===== src/rtl/tt_um_hoene_protocol_pkg.sv =====
// Shared types and helpers for the protocol frame controller.
// Holds the frame state enum, the fault codes reported on err_code,
// and the small arithmetic helpers used by the frame sequencer.
package tt_um_hoene_protocol_pkg;

    // Frame walk: sync -> header -> payload -> checksum, with a resync detour
    typedef enum logic [2:0] {
        ST_IDLE    = 3'd0,
        ST_HEADER  = 3'd1,
        ST_PAYLOAD = 3'd2,
        ST_CHECK   = 3'd3,
        ST_RESYNC  = 3'd4
    } state_t;

    // Fault codes; err_code holds the last one until a good frame ends
    localparam logic [2:0] ERR_NONE = 3'd0;
    localparam logic [2:0] ERR_LEN  = 3'd1;
    localparam logic [2:0] ERR_CSUM = 3'd2;
    localparam logic [2:0] ERR_OVR  = 3'd3;
    localparam logic [2:0] ERR_TMO  = 3'd4;
    localparam logic [2:0] ERR_LOST = 3'd5;

    // Running frame checksum: plain 8-bit XOR over header and payload
    function automatic logic [7:0] csum_next(input logic [7:0] acc,
                                             input logic [7:0] data);
        csum_next = acc ^ data;
    endfunction

    // A header length is legal when it is 1..max_len (unsigned compare)
    function automatic logic len_ok(input logic [7:0] n,
                                    input logic [7:0] max_len);
        len_ok = (n != 8'd0) && (n <= max_len);
    endfunction

endpackage


===== src/rtl/tt_um_hoene_protocol_deser.sv =====
// Bit-to-byte deserialiser for the frame controller.
// Shifts in one bit per strobe, MSB first. byte_done is a registered
// one-cycle pulse in the cycle after the 8th strobe, while byte_out
// holds the completed byte. clear discards any partial byte.
module tt_um_hoene_protocol_deser (
    input  logic       clk,
    input  logic       rst_n,
    input  logic       clear,
    input  logic       bit_clk,
    input  logic       bit_data,
    output logic [7:0] byte_out,
    output logic       byte_done
);

    logic [7:0] shreg;
    logic [2:0] cnt;

    // Shift register, bit counter and completion pulse
    always_ff @(posedge clk or negedge rst_n) begin
        if (!rst_n) begin
            shreg     <= 8'd0;
            cnt       <= 3'd0;
            byte_done <= 1'b0;
        end else if (clear) begin
            shreg     <= 8'd0;
            cnt       <= 3'd0;
            byte_done <= 1'b0;
        end else begin
            byte_done <= 1'b0;
            if (bit_clk) begin
                shreg <= {shreg[6:0], bit_data};
                cnt   <= cnt + 3'd1;
                if (cnt == 3'd7) begin
                    byte_done <= 1'b1;
                end else begin
                    byte_done <= 1'b0;
                end
            end else begin
                shreg <= shreg;
                cnt   <= cnt;
            end
        end
    end

    assign byte_out = shreg;

endmodule


===== src/rtl/tt_um_hoene_protocol_frame_ctrl.sv =====
// Frame sequencer behind the bit-level sync detector.
// Deserialises qualified bits into bytes, validates the length header,
// streams payload bytes out on a valid/ready port, verifies the XOR
// checksum, and pulses resync into the detector on any protocol fault.
// Good frames chain back-to-back without a fresh sync word.
module tt_um_hoene_protocol_frame_ctrl
    import tt_um_hoene_protocol_pkg::*;
#(
    parameter int MAX_LEN = 16,
    parameter int TIMEOUT = 255
) (
    input  logic       clk,
    input  logic       rst_n,
    input  logic       insync,
    input  logic       bit_data,
    input  logic       bit_clk,
    output logic [7:0] byte_data,
    output logic       byte_valid,
    input  logic       byte_ready,
    output logic       frame_done,
    output logic       resync,
    output logic [2:0] err_code
);

    localparam int               TMR_W     = $clog2(TIMEOUT + 1);
    localparam logic [TMR_W-1:0] TMR_MAX   = TMR_W'(TIMEOUT);
    localparam logic [TMR_W-1:0] TMR_LAST  = TMR_W'(TIMEOUT - 1);
    localparam logic [TMR_W-1:0] TMR_ONE   = TMR_W'(1);
    localparam logic [TMR_W-1:0] TMR_ZERO  = TMR_W'(0);
    localparam logic [7:0]       MAX_LEN_B = 8'(MAX_LEN);

    state_t           state;
    logic [7:0]       csum;
    logic [7:0]       remaining;
    logic [TMR_W-1:0] timer;

    logic [7:0]       rx_byte;
    logic             byte_done;

    logic             in_frame;
    logic             deser_clear;
    logic             timed_out;
    logic             overrun;
    logic             go_resync;
    logic [2:0]       fault_code;

    // Bits are only assembled while a frame is open; IDLE and RESYNC
    // hold the deserialiser cleared so stray strobes are dropped.
    tt_um_hoene_protocol_deser u_deser (
        .clk       (clk),
        .rst_n     (rst_n),
        .clear     (deser_clear),
        .bit_clk   (bit_clk),
        .bit_data  (bit_data),
        .byte_out  (rx_byte),
        .byte_done (byte_done)
    );

    // Frame-open decode and the raw timeout / overrun conditions
    always_comb begin
        in_frame = 1'b0;
        case (state)
            ST_HEADER, ST_PAYLOAD, ST_CHECK: in_frame = 1'b1;
            default:                         in_frame = 1'b0;
        endcase
        deser_clear = ~in_frame;
        // The timer steps to TIMEOUT on this edge when no strobe arrives
        timed_out   = in_frame & ~bit_clk & (timer == TMR_LAST);
        // A new payload byte while the previous one is still unaccepted
        overrun     = (state == ST_PAYLOAD) & byte_done & byte_valid & ~byte_ready;
    end

    // Fault arbitration below sync loss: timeout > overrun > length/checksum
    always_comb begin
        go_resync  = 1'b0;
        fault_code = ERR_NONE;
        if (timed_out) begin
            go_resync  = 1'b1;
            fault_code = ERR_TMO;
        end else if (overrun) begin
            go_resync  = 1'b1;
            fault_code = ERR_OVR;
        end else if (byte_done && (state == ST_HEADER) && !len_ok(rx_byte, MAX_LEN_B)) begin
            go_resync  = 1'b1;
            fault_code = ERR_LEN;
        end else if (byte_done && (state == ST_CHECK) && (rx_byte != csum)) begin
            go_resync  = 1'b1;
            fault_code = ERR_CSUM;
        end else begin
            go_resync  = 1'b0;
            fault_code = ERR_NONE;
        end
    end

    // Inter-strobe timer: cleared by every strobe and outside a frame, saturating
    always_ff @(posedge clk or negedge rst_n) begin
        if (!rst_n) begin
            timer <= TMR_ZERO;
        end else if (!in_frame || bit_clk) begin
            timer <= TMR_ZERO;
        end else if (timer != TMR_MAX) begin
            timer <= timer + TMR_ONE;
        end else begin
            timer <= timer;
        end
    end

    // Frame FSM with registered handshake, pulse and error outputs
    always_ff @(posedge clk or negedge rst_n) begin
        if (!rst_n) begin
            state      <= ST_IDLE;
            byte_data  <= 8'd0;
            byte_valid <= 1'b0;
            frame_done <= 1'b0;
            resync     <= 1'b0;
            err_code   <= ERR_NONE;
            csum       <= 8'd0;
            remaining  <= 8'd0;
        end else begin
            frame_done <= 1'b0;
            resync     <= 1'b0;
            // Accepted byte drops valid next cycle; a new byte may override below
            if (byte_valid && byte_ready) begin
                byte_valid <= 1'b0;
            end else begin
                byte_valid <= byte_valid;
            end

            case (state)
                ST_IDLE: begin
                    csum      <= 8'd0;
                    remaining <= 8'd0;
                    // First locked strobe is the last sync bit; it is not data
                    if (insync && bit_clk) begin
                        state <= ST_HEADER;
                    end else begin
                        state <= ST_IDLE;
                    end
                end

                ST_HEADER, ST_PAYLOAD, ST_CHECK: begin
                    if (!insync) begin
                        // Detector already unlocked: no resync pulse needed
                        err_code   <= ERR_LOST;
                        state      <= ST_IDLE;
                        byte_valid <= 1'b0;
                        csum       <= 8'd0;
                        remaining  <= 8'd0;
                    end else if (go_resync) begin
                        err_code   <= fault_code;
                        state      <= ST_RESYNC;
                        resync     <= 1'b1;
                        byte_valid <= 1'b0;
                    end else if (byte_done) begin
                        case (state)
                            ST_HEADER: begin
                                csum      <= rx_byte;
                                remaining <= rx_byte;
                                state     <= ST_PAYLOAD;
                            end
                            ST_PAYLOAD: begin
                                byte_data  <= rx_byte;
                                byte_valid <= 1'b1;
                                csum       <= csum_next(csum, rx_byte);
                                remaining  <= remaining - 8'd1;
                                if (remaining == 8'd1) begin
                                    state <= ST_CHECK;
                                end else begin
                                    state <= ST_PAYLOAD;
                                end
                            end
                            ST_CHECK: begin
                                // Checksum matched: chain straight into the next header
                                frame_done <= 1'b1;
                                err_code   <= ERR_NONE;
                                csum       <= 8'd0;
                                remaining  <= 8'd0;
                                state      <= ST_HEADER;
                            end
                            default: begin
                                state <= ST_IDLE;
                            end
                        endcase
                    end else begin
                        state <= state;
                    end
                end

                ST_RESYNC: begin
                    state      <= ST_IDLE;
                    byte_valid <= 1'b0;
                    csum       <= 8'd0;
                    remaining  <= 8'd0;
                    if (!insync) begin
                        err_code <= ERR_LOST;
                    end else begin
                        err_code <= err_code;
                    end
                end

                default: begin
                    state <= ST_IDLE;
                end
            endcase
        end
    end

endmodule


===== config.mk =====
export PLATFORM = sky130hd
export DESIGN_NAME = tt_um_hoene_protocol_frame_ctrl
export DESIGN_NICKNAME = d
export VERILOG_FILES = /design/src/rtl/tt_um_hoene_protocol_pkg.sv /design/src/rtl/tt_um_hoene_protocol_deser.sv /design/src/rtl/tt_um_hoene_protocol_frame_ctrl.sv
export SDC_FILE = /design/constraint.sdc
export NUM_CORES = 1
export LEC_CHECK = 0
export CAP_MARGIN = 10
export CORE_MARGIN = 4
export CORE_UTILIZATION = 59
export DETAILED_ROUTE_END_ITERATION = 6
export PLACE_DENSITY = 0.77
export SLEW_MARGIN = 15
export SYNTH_ARGS = -nofsm -noshare
export SYNTH_HDL_FRONTEND = slang
export SYNTH_SLANG_ARGS = --single-unit

===== constraint.sdc =====
create_clock -name clk -period 2.79 [get_ports clk]
set_input_delay 0.6975 -clock clk [delete_from_list [all_inputs] [get_ports clk]]
set_output_delay 0.6975 -clock clk [all_outputs]
set_load 0.01 [all_outputs]

==> metrics.yaml, run 1 <==
cts:
  cts_root_buf: "clkbuf_8"
  cts_buffers: 5
  clkTransAtPathRegs_ps: 90
  ctsHoldBuffers: 0
  cts_sinks: 53
  cts_tree: "yes"
  clockBufferDepth: 2
  clock_latency_ps: 300
  cts_setup_buffers: 0
  cts-resized-gates: 0
  cts_htree_levels: 2
synth:
  seq_area_frac_synth: 0.450
  synth_top_area_frac: 0.450
  synth-main-ff-cell: "dfrtp_1"
  synth_commonest_cells: "53 x dfrtp_1, 30 x nor2_1, 15 x xor2_1"
  synth_cell_types: 45
  synth-xor-area-share: 0.0624
  synth_edf_count: 0
  synthCells: 293
  synthMuxAreaShare: 0.0985
  synth_warnings: 0
  synth-seq-cells: 53
  synth_compound_area_frac: 0.119
  synthArstFlopShare: 1.00
  yosys.area.top_type: "dfrtp_1"
  synth_top_family_by_area: "simple AND/OR/NAND/NOR gates"
  synthSimpleGateAreaFrac: 0.198
  synth_most_common_cell: "dfrtp_1"
  syn-num-nets: 305
  syn_area_mm2: 0.00295
  syn_avg_cell_area_um2: 10.1
  yosys-top-cells-area: "dfrtp_1 45%, mux2_2 5.0%, xor2_1 4.5%"
  yosys.area_share.adder: 0.0255
power:
  worst_ir_drop_vdd_v: 0.000367
  p_leak_nw: 1.57
  power_w: 0.00147
  power_density_mw_per_mm2: 441
setup_path:
  critPathMaxFanout: 9
  cp_num_buf_inv: 1
  end_kind: "flop"
  worstPathRequired_ps: 2970
  rr_worst_depth: 6
  r2r_end: "byte_data[6]$_DFFE_PN0P_"
  start_kind: "primary input"
  crit_arrival_ps: 2670
  cp-startpoint: "bit_clk"
  slowest_delay_ps: 600
  cp_top_family: "simple AND/OR/NAND/NOR gates"
  r2r_slack_ps: 340
  timing_worst_setup_path_type: "in2reg"
  setup.worst_path.end: "byte_data[7]$_DFFE_PN0P_"
  critPathSlowestCell: "or4_1"
  r2r_start: "u_deser.byte_out[6]$_DFFE_PN0N_"
  crit_chain: "clkdlybuf4s50_1 -> or4_1 -> nand2_1 -> nor3_1 -> and3_1 -> mux2_1"
  cp.depth: 6
floorplanning:
  die_height_um: 78.7
  coreArea_mm2: 0.00479
  ios: 20
  start_util: 0.616
  std_cell_rows: 25
  die_w_um: 78.7
  die_area_mm2: 0.00619
route:
  wl_per_cell_um: 15.2
  viasPerCell: 5.72
  routed_wl_mm: 5.81
  first_iter_violations: 101
  dr.pass1.iters: 4
  routed-via-count: 2191
  drc_errors: 0
  postRouteAntennaNets: 0
hold_path:
  min_path_type: "in2async"
layout:
  nNetsFinal: 328
  layoutNonFillerInstCount: 383
  drive_above_1_share: 0.146
  utilization: 0.699
  nFillCells: 377
  syn2layout_area_growth_pct: 13.5
  antennaDiodeCount: 0
timing:
  fin_worst_skew_ps: 4.95
  slew_viol_final: 0
  setup-violations-final: 0
  worst_pin_slew_ps: 553
  fin_crit_sh: 0.890
  tns_ps: 0
  rsz0062_at_grt: "no"
  finalCriticalPeriod_ps: 2480
  hold_viol_final: 0
  slew_headroom: 0.631
  max_freq_mhz: 403
placement:
  placedCellCount: 376
  dp_hpwl_mm: 4.27
  routabilityCongestion: 0.961
  io_buffers: 19
status:
  status: "finished, final reports clean"
global_routing:
  grt_pass1_vias: 2185
  grt_overflow: 0
  grt_usage: 0.211
  antenna_found_initial: 0
  grt_pass1_wl_mm: 10.3
  grt_start_max_net_pins: 23
flow_run:
  cap_violations: 0
[worst register-to-register path: cells and delay by family, from the launching register on]
family                    cells  cell delay [ps]
DFF                           1              510
and+or+nand+nor               3             1040
AOI/OAI and AO/OA             1              190
muxes                         1              390
xor gates and xnor gates      1              210
[layout make-up]
cell class                      count  area, um^2  share of cell area
Clock buffer                        5        68.8              0.0206
Clock inverter                      2        35.0              0.0105
Inverter                            7        26.3             0.00786
Multi-Input combinational cell    212        1480               0.443
Sequential cell                    53        1330               0.397
Tap cell                           67        83.8              0.0251
Timing Repair Buffer               37         320              0.0958
[where the power goes]
part           switching (W)  leakage, nW  internal, W
logic              0.0000917        0.781    0.0000776
clock network       0.000236       0.0540     0.000261
registers          0.0000197        0.733     0.000787
[worst min-delay path by stage]
stage / startpoint / end / slack (ps) / cells after the start
floorplan: rst_n / byte_data[0]$_DFFE_PN0P_ / 400 / 0
global placement: byte_data[7]$_DFFE_PN0P_ / byte_data[7]$_DFFE_PN0P_ / 480 / 1
detailed placement: byte_data[7]$_DFFE_PN0P_ / byte_data[7]$_DFFE_PN0P_ / 480 / 1
CTS: rst_n / csum[3]$_DFFE_PN0P_ / 240 / 1
global route: rst_n / csum[1]$_DFFE_PN0P_ / 240 / 1
finish: rst_n / csum[1]$_DFFE_PN0P_ / 240 / 1
[layout by cell type, fill, tap and decap left out, drive strengths merged, types with 2 or more instances in the layout]
master | netlist | final
a211oi | 3 | 3
clkbuf | 8 | 5
o31a | 2 | 2
nand3 | 6 | 6
nor4b | 3 | 3
or4 | 3 | 3
inv | 7 | 7
a22oi | 5 | 5
nor2b | 8 | 8
a31oi | 3 | 3
a221o | 6 | 6
nand2b | 10 | 10
nor3b | 2 | 2
o21bai | 2 | 2
mux2 | 16 | 16
dfrtp | 53 | 53
ha | 6 | 6
o21ai | 14 | 14
a21o | 2 | 2
or2 | 2 | 2
buf | 13 | 19
or3 | 3 | 3
clkdlybuf4s50 | 0 | 18
a21oi | 6 | 6
mux2i | 11 | 11
o22ai | 7 | 7
nor4 | 7 | 7
nand4 | 3 | 3
xor2 | 15 | 15
nand2 | 14 | 14
nor2 | 30 | 30
xnor2 | 6 | 6
nor3 | 11 | 11
and3 | 3 | 3
[metrics by stage]
stage / hold WS, ps / area (um^2) / setup slack (ps)
after global placement: 485 / 3240 / 63.3
after floorplan: 402 / 2950 / 309
after global routing: 242 / 3340 / 188
final: 244 / 3340 / 307
after detailed placement: 483 / 3240 / -6.49
after CTS: 243 / 3340 / 319
[registers in the layout, summed over array words and instances, names as in the netlist]
register / flops
byte_data: 8
byte_valid: 1
csum: 8
err_code: 3
frame_done: 1
remaining: 8
resync: 1
state: 3
timer: 8
u_deser.byte_done: 1
u_deser.byte_out: 8
u_deser.cnt: 3
[layer usage]
metal,global-route usage,vias to the layer above,routed length [um]
met3,0.0310,8,194
met1,0.290,1067,2770
met5,0,-,0
met4,0.0804,0,71
met2,0.339,36,2780
li1,-,1080,-
[kinds of logic after synthesis]
family / Yosys count
buf+inv: 28
xor+xnor: 21
mux: 27
fa+ha+maj: 6
flops: 53
simple gates: 107
compound gates: 51
No activity file was read; power rests on OpenSTA's default activity.
==> run 2, diff against run 1 <==
--- a/config.mk
+++ b/config.mk
@@ -6,10 +6,9 @@
 export NUM_CORES = 1
 export LEC_CHECK = 0
 export CAP_MARGIN = 10
-export CORE_MARGIN = 4
-export CORE_UTILIZATION = 59
+export CORE_MARGIN = 8
+export CORE_UTILIZATION = 35
 export DETAILED_ROUTE_END_ITERATION = 6
-export PLACE_DENSITY = 0.77
 export SLEW_MARGIN = 15
 export SYNTH_ARGS = -nofsm -noshare
 export SYNTH_HDL_FRONTEND = slang
==> metrics.yaml, run 2 (synthesis gave the netlist of run 1 again) <==
setup_path:
  worstPathRequired_ps: 2990  # was 2970 ps
  start_kind: "flop"  # was primary input
  end_kind: "flop"  # unchanged
  critPathMaxFanout: 12  # was 9
  cp-startpoint: "u_deser.byte_out[2]$_DFFE_PN0N_"  # was bit_clk
  crit_arrival_ps: 2700  # was 2670 ps
  r2r_start: "u_deser.byte_out[2]$_DFFE_PN0N_"  # was u_deser.byte_out[6]$_DFFE_PN0N_
  r2r_slack_ps: 280  # was 340 ps
  timing_worst_setup_path_type: "reg2reg"  # was in2reg
global_routing:
  grt_usage: 0.112  # was 0.211
  grt_overflow: 0  # unchanged
  grt_pass1_wl_mm: 10.6  # was 10.3 mm
  grt_start_max_net_pins: 27  # was 23
  antenna_found_initial: 0  # unchanged
  grt_pass1_vias: 2108  # was 2,185
timing:
  max_freq_mhz: 399  # was 403 MHz
  worst_pin_slew_ps: 710  # was 553 ps
  hold_viol_final: 0  # unchanged
  rsz0062_at_grt: "no"  # unchanged
  fin_hold_ws_ps: 223  # was 244 ps
  slew_viol_final: 0  # unchanged
  setup-violations-final: 0  # unchanged
  tns_ps: 0  # unchanged
  fin_crit_sh: 0.899  # was 0.890
  finalCriticalPeriod_ps: 2510  # was 2480 ps
  fin_worst_skew_ps: 9.83  # was 4.95 ps
  slew_headroom: 0.524  # was 0.631
layout:
  drive_above_1_share: 0.154  # was 0.146
  nNetsFinal: 330  # was 328
  finalInstanceArea_mm2: 0.00340  # was 0.00334 mm^2
  layout_commonest_cell: "dfrtp_1"  # unchanged
  most-common-layout-cells: "53 x dfrtp_1, 30 x nor2_1, 20 x buf_4"  # was 53 x dfrtp_1, 30 x nor2_1, 18 x clkdlybuf4s50_1, 18 x buf_4, 15 x xor2_1
  syn2layout_area_growth_pct: 15.5  # was 13.5%
  layoutNonFillerInstCount: 424  # was 383
  antennaDiodeCount: 0  # unchanged
cts:
  clockBufferDepth: 2  # unchanged
  cts_sinks: 53  # unchanged
  cts_tree: "yes"  # unchanged
  cts-resized-gates: 0  # unchanged
  cts_htree_levels: 2  # unchanged
  cts_setup_buffers: 0  # unchanged
  clock_latency_ps: 310  # was 300 ps
  ctsHoldBuffers: 0  # unchanged
  clkTransAtPathRegs_ps: 110  # was 90 ps
  cts_root_buf: "clkbuf_8"  # unchanged
  cts_buffers: 5  # unchanged
placement:
  io_buffers: 19  # unchanged
  routabilityCongestion: 0.861  # was 0.961
  placedCellCount: 416  # was 376
  dp_hpwl_mm: 4.46  # was 4.27 mm
  place_area_mm2: 0.00330  # was 0.00324 mm^2
floorplanning:
  die_area_mm2: 0.0116  # was 0.00619 mm^2
  die_height_um: 108  # was 78.7 um
  ios: 20  # unchanged
  start_util: 0.360  # was 0.616
  std_cell_rows: 33  # was 25
  coreArea_mm2: 0.00818  # was 0.00479 mm^2
  die_w_um: 108  # was 78.7 um
route:
  first_iter_violations: 77  # was 101
  postRouteAntennaNets: 0  # unchanged
  routed_wl_mm: 6.21  # was 5.81 mm
  viasPerCell: 5.19  # was 5.72
  wl_per_cell_um: 14.6  # was 15.2 um
  routed-via-count: 2201  # was 2,191
  dr.pass1.iters: 4  # unchanged
  drc_errors: 0  # unchanged
power:
  p_leak_nw: 1.58  # was 1.57 nW
  worst_ir_drop_vdd_v: 0.000219  # was 0.000367 V
  power_density_mw_per_mm2: 424  # was 441 mW/mm^2
hold_path:
  min_path_type: "in2async"  # unchanged
flow_run:
  cap_violations: 0  # unchanged
status:
  status: "finished, final reports clean"  # unchanged
run 2: cell types whose count changed in the layout (fill, tap and decap cells not counted):
cell and delta:
bufinv_16 -1, clkinv_4 +2, clkinv_2 -1, buf_4 +2
clkinv_8 +1
run 2: final timing paths:
path	end	depth (start not counted)
max in group asynchronous	csum[6]$_DFFE_PN0P_	2
min	timer[0]$_DFFE_PN0P_	1
max	remaining[4]$_DFFE_PN0P_	6
max reg2reg	remaining[4]$_DFFE_PN0P_	6
min in group clk	byte_data[7]$_DFFE_PN0P_	1
min reg2reg	byte_data[7]$_DFFE_PN0P_	1
run 2: worst max-delay path: stages, from the launching register on:
cell and delay [ps]:
dfrtp_1 600, xor2_1 210, nor4_1 70, a211oi_1 630, o31a_4 290, nand2b_4 230, mux2_2 360
run 2: area by class of cell:
| cell class | count | area [um^2] |
|---|---|---|
| clock buffers | 5 | 68.8 |
| clock inverters | 3 | 33.8 |
| fillers | 810 | 4770 |
| inverters | 7 | 26.3 |
| multi-input cells | 212 | 1480 |
| flip-flops and latches | 53 | 1330 |
| well taps | 105 | 131 |
| repair buffers | 39 | 335 |
run 2: through the flow:
stage | worst slack [ps] | util | power, W
2_1_floorplan | 309 | - | 0.000919
5_1_grt | 147 | 0.416 | 0.00152
4_1_cts | 314 | 0.416 | 0.00147
3_5_place_dp | 23.8 | 0.404 | 0.000998
6_report | 282 | 0.416 | 0.00144
3_3_place_gp | 69.9 | 0.404 | 0.000997
run 2: report_power, final:
group | internal (W) | total [W] | switching, W
registers | 0.000787 | 0.000807 | 0.0000205
logic | 0.0000793 | 0.000172 | 0.0000926
clock network | 0.000188 | 0.000466 | 0.000278
run 2: layer usage:
metal	track usage	part of all wire	up-vias
li1	-	-	1083
met1	0.153	0.49	1074
met2	0.176	0.47	40
met3	0.0210	0.032	4
met4	0.0317	0.0069	0
met5	0	0	-
